### src/rtl/jk_reg_bank_pkg.sv
// Shared types for the JK register bank: operating modes and the per-cell
// action encoding, which is simply the {j,k} pair.
package jk_pkg;

    typedef enum logic [1:0] {
        MODE_JK   = 2'b00,
        MODE_UP   = 2'b01,
        MODE_DOWN = 2'b10,
        MODE_LOAD = 2'b11
    } jk_mode_e;

    typedef enum logic [1:0] {
        HOLD = 2'b00,
        CLR  = 2'b01,
        SET  = 2'b10,
        TGL  = 2'b11
    } jk_act_e;

endpackage

### src/rtl/jk_reg_bank_if.sv
// Control/data bundle of the JK register bank. There is no handshake: the
// bank samples en/mode/j/k on every rising clock edge.
interface jk_reg_bank_if
    import jk_pkg::*;
#(
    parameter int WIDTH = 8
) ();

    logic             en;
    jk_mode_e         mode;
    logic [WIDTH-1:0] j;
    logic [WIDTH-1:0] k;
    logic [WIDTH-1:0] q;
    logic [WIDTH-1:0] qbar;
    logic             tc;

    modport master (output en, mode, j, k, input q, qbar, tc);
    modport slave  (input en, mode, j, k, output q, qbar, tc);

endinterface

### src/rtl/jk_reg_bank_cell.sv
// One JK master cell: synchronous active-low reset to its own reset bit,
// otherwise hold/clear/set/toggle when enabled.
module jk_cell
    import jk_pkg::*;
(
    input  logic clk,
    input  logic reset,
    input  logic en_i,
    input  logic jx_i,
    input  logic kx_i,
    input  logic rst_val_i,
    output logic m_o
);

    logic m_q;

    always_ff @(posedge clk) begin
        if (!reset) begin
            m_q <= rst_val_i;
        end else if (en_i) begin
            case (jk_act_e'({jx_i, kx_i}))
                HOLD: m_q <= m_q;
                CLR:  m_q <= 1'b0;
                SET:  m_q <= 1'b1;
                TGL:  m_q <= ~m_q;
            endcase
        end
    end

    assign m_o = m_q;

endmodule

### src/rtl/jk_reg_bank.sv
// WIDTH-bit bank of JK cells usable as a plain JK register, up/down counter
// or parallel-load register, with an optional master-slave output stage.
module jk_reg_bank
    import jk_pkg::*;
#(
    parameter int               WIDTH        = 8,
    parameter bit               MASTER_SLAVE = 1'b1,
    parameter logic [WIDTH-1:0] RESET_VAL    = '0
) (
    input logic          clk,
    input logic          reset,
    jk_reg_bank_if.slave bus
);

    logic [WIDTH-1:0] master_q;
    logic [WIDTH-1:0] tgl_up;
    logic [WIDTH-1:0] tgl_dn;
    logic [WIDTH-1:0] jx;
    logic [WIDTH-1:0] kx;

    // Toggle cascades look only at master so the slave stage never double-counts.
    for (genvar i = 0; i < WIDTH; i++) begin : g_cell
        if (i == 0) begin : g_lsb
            assign tgl_up[i] = 1'b1;
            assign tgl_dn[i] = 1'b1;
        end else begin : g_upper
            assign tgl_up[i] = &master_q[i-1:0];
            assign tgl_dn[i] = ~|master_q[i-1:0];
        end

        jk_cell u_cell (
            .clk       (clk),
            .reset     (reset),
            .en_i      (bus.en),
            .jx_i      (jx[i]),
            .kx_i      (kx[i]),
            .rst_val_i (RESET_VAL[i]),
            .m_o       (master_q[i])
        );
    end

    always_comb begin
        jx = bus.j;
        kx = bus.k;
        case (bus.mode)
            MODE_JK: begin
                jx = bus.j;
                kx = bus.k;
            end
            MODE_UP: begin
                jx = tgl_up;
                kx = tgl_up;
            end
            MODE_DOWN: begin
                jx = tgl_dn;
                kx = tgl_dn;
            end
            MODE_LOAD: begin
                jx = bus.j;
                kx = ~bus.j;
            end
        endcase
    end

    if (MASTER_SLAVE) begin : g_slave
        logic [WIDTH-1:0] slave_q;

        // The slave copies master every edge, so held updates still reach q.
        always_ff @(posedge clk) begin
            if (!reset) begin
                slave_q <= RESET_VAL;
            end else begin
                slave_q <= master_q;
            end
        end

        assign bus.q = slave_q;
    end else begin : g_direct
        assign bus.q = master_q;
    end

    assign bus.qbar = ~bus.q;
    assign bus.tc   = ((bus.mode == MODE_UP)   && (&bus.q)) ||
                      ((bus.mode == MODE_DOWN) && (~|bus.q));

endmodule
### src/flat_wrapper.sv
// flat-port wrapper written by rule: the top's interface ports become plain ports
module jk_reg_bank_flat import jk_pkg::*;
#(
    parameter int               WIDTH        = 8,
    parameter bit               MASTER_SLAVE = 1'b1,
    parameter logic [WIDTH-1:0] RESET_VAL    = '0
)
  (clk, reset, bus_en, bus_mode, bus_j, bus_k, bus_q, bus_qbar, bus_tc);
  jk_reg_bank_if #(.WIDTH(WIDTH)) bus_i ();
  input logic clk;
  input logic reset;
  input wire logic [$bits(bus_i.en)-1:0] bus_en;
  input wire logic [$bits(bus_i.mode)-1:0] bus_mode;
  input wire logic [$bits(bus_i.j)-1:0] bus_j;
  input wire logic [$bits(bus_i.k)-1:0] bus_k;
  output wire logic [$bits(bus_i.q)-1:0] bus_q;
  output wire logic [$bits(bus_i.qbar)-1:0] bus_qbar;
  output wire logic [$bits(bus_i.tc)-1:0] bus_tc;
  assign bus_i.en = bus_en;
  assign bus_i.mode = bus_mode;
  assign bus_i.j = bus_j;
  assign bus_i.k = bus_k;
  assign bus_q = bus_i.q;
  assign bus_qbar = bus_i.qbar;
  assign bus_tc = bus_i.tc;
  jk_reg_bank #(.WIDTH(WIDTH), .MASTER_SLAVE(MASTER_SLAVE), .RESET_VAL(RESET_VAL)) u_core (.clk(clk), .reset(reset), .bus(bus_i));
endmodule
### config.mk
export PLATFORM = sky130hd
export DESIGN_NAME = jk_reg_bank_flat
export DESIGN_NICKNAME = d
export VERILOG_FILES = /design/src/rtl/jk_reg_bank_pkg.sv /design/src/rtl/jk_reg_bank_if.sv /design/src/rtl/jk_reg_bank_cell.sv /design/src/rtl/jk_reg_bank.sv /design/src/flat_wrapper.sv
export SDC_FILE = /design/constraint.sdc
export NUM_CORES = 1
export LEC_CHECK = 0
export ABC_AREA = 1
export BUFFER_PORTS_ARGS = -buffer_cell sky130_fd_sc_hd__buf_2
export CORE_MARGIN = 2
export CORE_UTILIZATION = 30
export DETAILED_ROUTE_END_ITERATION = 8
export GPL_TIMING_DRIVEN = 0
export HOLD_SLACK_MARGIN = 0.05
export PLACE_DENSITY = 0.5
export RECOVER_POWER = 100
export SETUP_SLACK_MARGIN = 0.3
export SYNTH_ARGS = -nofsm -noshare
export SYNTH_HDL_FRONTEND = slang
export SYNTH_SLANG_ARGS = --single-unit
### constraint.sdc
create_clock -name clk -period 1.3 [get_ports clk]
set_input_delay 0.26 -clock clk [delete_from_list [all_inputs] [get_ports clk]]
set_output_delay 0.26 -clock clk [all_outputs]
set_load 0.01 [all_outputs]
==> summary.txt <==
Die
  – Row cnt: 22
  – Initial Util: 30.8%
  – I/O pin count: 38
  – Core Box Area: 3630 um2
  – Die width: 65.1 um
  – Chip height: 65.1 um
  – Die area: 4230 um2

Power and ir drop
  – PwrDens: 772 nW/um2
  – Pwr Total: 1490 uW
  – Peak VDD IR: 310 uV
  – Leakage Power: 0.000908 uW

Clock tree
  – Clk pin slew, worst setup/hold paths: 60 ps
  – Max clock buf depth: 2
  – H-tree levels: 1
  – TritonCTS Buffers: 3
  – CTS tree: done
  – Clock Latency Late Sink: 240 ps
  – Clock sinks: 16
  – Clk root buf: clkbuf_8

STA
  – Worst hold slack: 335 ps
  – Rel. slew slack: 71.4%
  – Slew @ Worst Pin: 429 ps
  – Fin. Hold Viols: 0
  – RSZ-0062 raised after global routing: yes
  – Setup Viol. Count Final: 1
  – Final worst path period share: 112%
  – Max Slew Vio Count: 0
  – Max Fclk: 685 MHz
  – Setup TNS: -160 ps
  – Minimum clock period: 1460 ps
  – Setup ws final: -160 ps
  – Final clock skew: 4.81 ps

Worst setup path
  – Crit path from: u_core.bus.q[5]
  – CP Class: reg2out
  – Worst-path maximum fanout: 2
  – Critical path arrival: 1200 ps
  – Setup crit end kind: output pin
  – R2r startpoint: u_core.g_cell[0].u_cell.m_o
  – Critical path required time: 1040 ps
  – CP Launch Type: register

Final layout
  – Commonest cells after routing, fill and taps aside: nand2_1 (36), buf_6 (22), inv_1 (21), buf_2 (21), nor2_1 (20)
  – ANT cells: 0
  – Ratio of cells with drive above 1 in the final layout: 50.4%
  – Most common cell after layout, fill and taps aside: nand2_1
  – Area grow syn2layout: 72.6%
  – Nets: 269
  – Finished layout cell area: 1930 um2

Route
  – Final wirelength: 3510 um
  – DR DRC count: 0
  – Met2 Routed Length: 1820 um
  – WL met3: 112 um
  – Routed WL per cell: 12.1 um
  – Final ANT Viol Nets: 0
  – Highest routing layer actually used: met4
  – First-pass DRT Iterations: 4
  – Wl on met1: 1560 um
  – DR iter-0 viols: 47
  – Vias/cell: 4.73
  – DR vias: 1371

Global route
  – Largest net degree at the start of global routing: 11
  – First-pass GRT wire length: 5300 um
  – Vias in the first global route: 1173
  – Gr ovfl total: 0
  – Antenna violations before repair: 0
  – Gr usage total: 15.9%

Min path
  – Hold Path Class: in2reg
  – Min-delay src: reset

Synthesis
  – Syn avg cell area: 5.98 um2
  – Yosys reg bits: 16
  – Post-Syn Nets: 212
  – Post-synthesis cell count: 187
  – Number of distinct library cells after synthesis: 25
  – Synthesized area: 1120 um2
  – Seq/Total Area, Yosys: 28.6%
  – Synth warn: 0

Job
  – Max_cap viols: 0

Status
  – Status: finished with violations
  – Failing checks: setup timing

Place
  – Area of placed instances: 1410 um2
  – HPWL after DPL: 2440 um
  – RePlAce Congestion: 0.830
  – PortBufs: 36
==> final cells by class <==
type / instances / area [um2]
multi-input combinational: 131 / 836
inverter: 37 / 171
timing repair buffer: 52 / 453
sequential: 16 / 349
buffer: 3 / 20.0
tap: 48 / 60.1
fill: 358 / 1700
clock buffer: 3 / 41.3
==> stage by stage <==
step / instances / worst slack [ps] / utilization (%)
6_report: 290 / -160 / 53.1
2_1_floorplan: 187 / 18.3 / -
4_1_cts: 283 / -192 / 46.1
3_5_place_dp: 271 / -297 / 38.8
3_3_place_gp: 271 / -312 / 38.8
5_1_grt: 290 / -278 / 53.1
==> cell families after synthesis <==
group                    synth area share [%]
adder cells (fa/ha/maj)                  4.47
AO/OA/AOI/OAI                            13.0
buffers and inverters                    13.6
AND/OR/NAND/NOR                          40.3
flip-flops                               28.6
==> final timing paths <==
path	to	slack [ps]	cells past startpoint
setup reg to reg	u_core.g_cell[5].u_cell.m_o	140	7
hold / removal	u_core.g_cell[6].u_cell.m_o	340	3
hold reg to reg	u_core.bus.q[7]	420	2
setup / recovery	bus_tc	-160	4
==> sequential cells by signal, indices dropped and copies added (netlist names) <==
name	flops
u_core.bus.q	8
u_core.g_cell.u_cell.m_o	8
==> synth_stat cells, drive strengths merged <==
master	instances	area share, %
dfxtp	16	29
ha	4	4.5
nand3	18	8.5
o211ai	3	2.0
nand4	4	2.2
or2	1	0.56
nor2	26	9.8
nor4	2	1.1
nand2	45	15
a21oi	10	4.5
inv	37	12
buf	2	0.89
o21ai	9	4.4
o22ai	1	0.56
clkbuf	1	0.34
nor3	6	2.7
o41ai	1	0.78
o2111ai	1	0.78
==> where the power goes <==
part | switching, uW | internal [uW] | total (uW)
registers | 57.0 | 526 | 583
clock network | 159 | 205 | 364
logic | 277 | 266 | 543
total | 493 | 997 | 1490
==> metal layers <==
layer	track usage (%)	up-vias
li1	-	710
met1	21.4	622
met2	27.4	37
met3	1.04	2
met4	4.69	0
met5	0	-
==> repair_timing <==
item	in CTS	in global routing
hold buffers	0	0
gates resized for setup	47	52
setup buffers	8	7
pin swaps	9	16
cloned	1	0
setup endpoints to repair	23	23
==> worst max-delay path, cell delays in order, from the launching register on <==
cell     delay, ps
dfxtp_2        340
nor4_4         260
nand3_1        120
o41ai_2         60
buf_2          180
No activity file was read; power rests on OpenSTA's default activity.
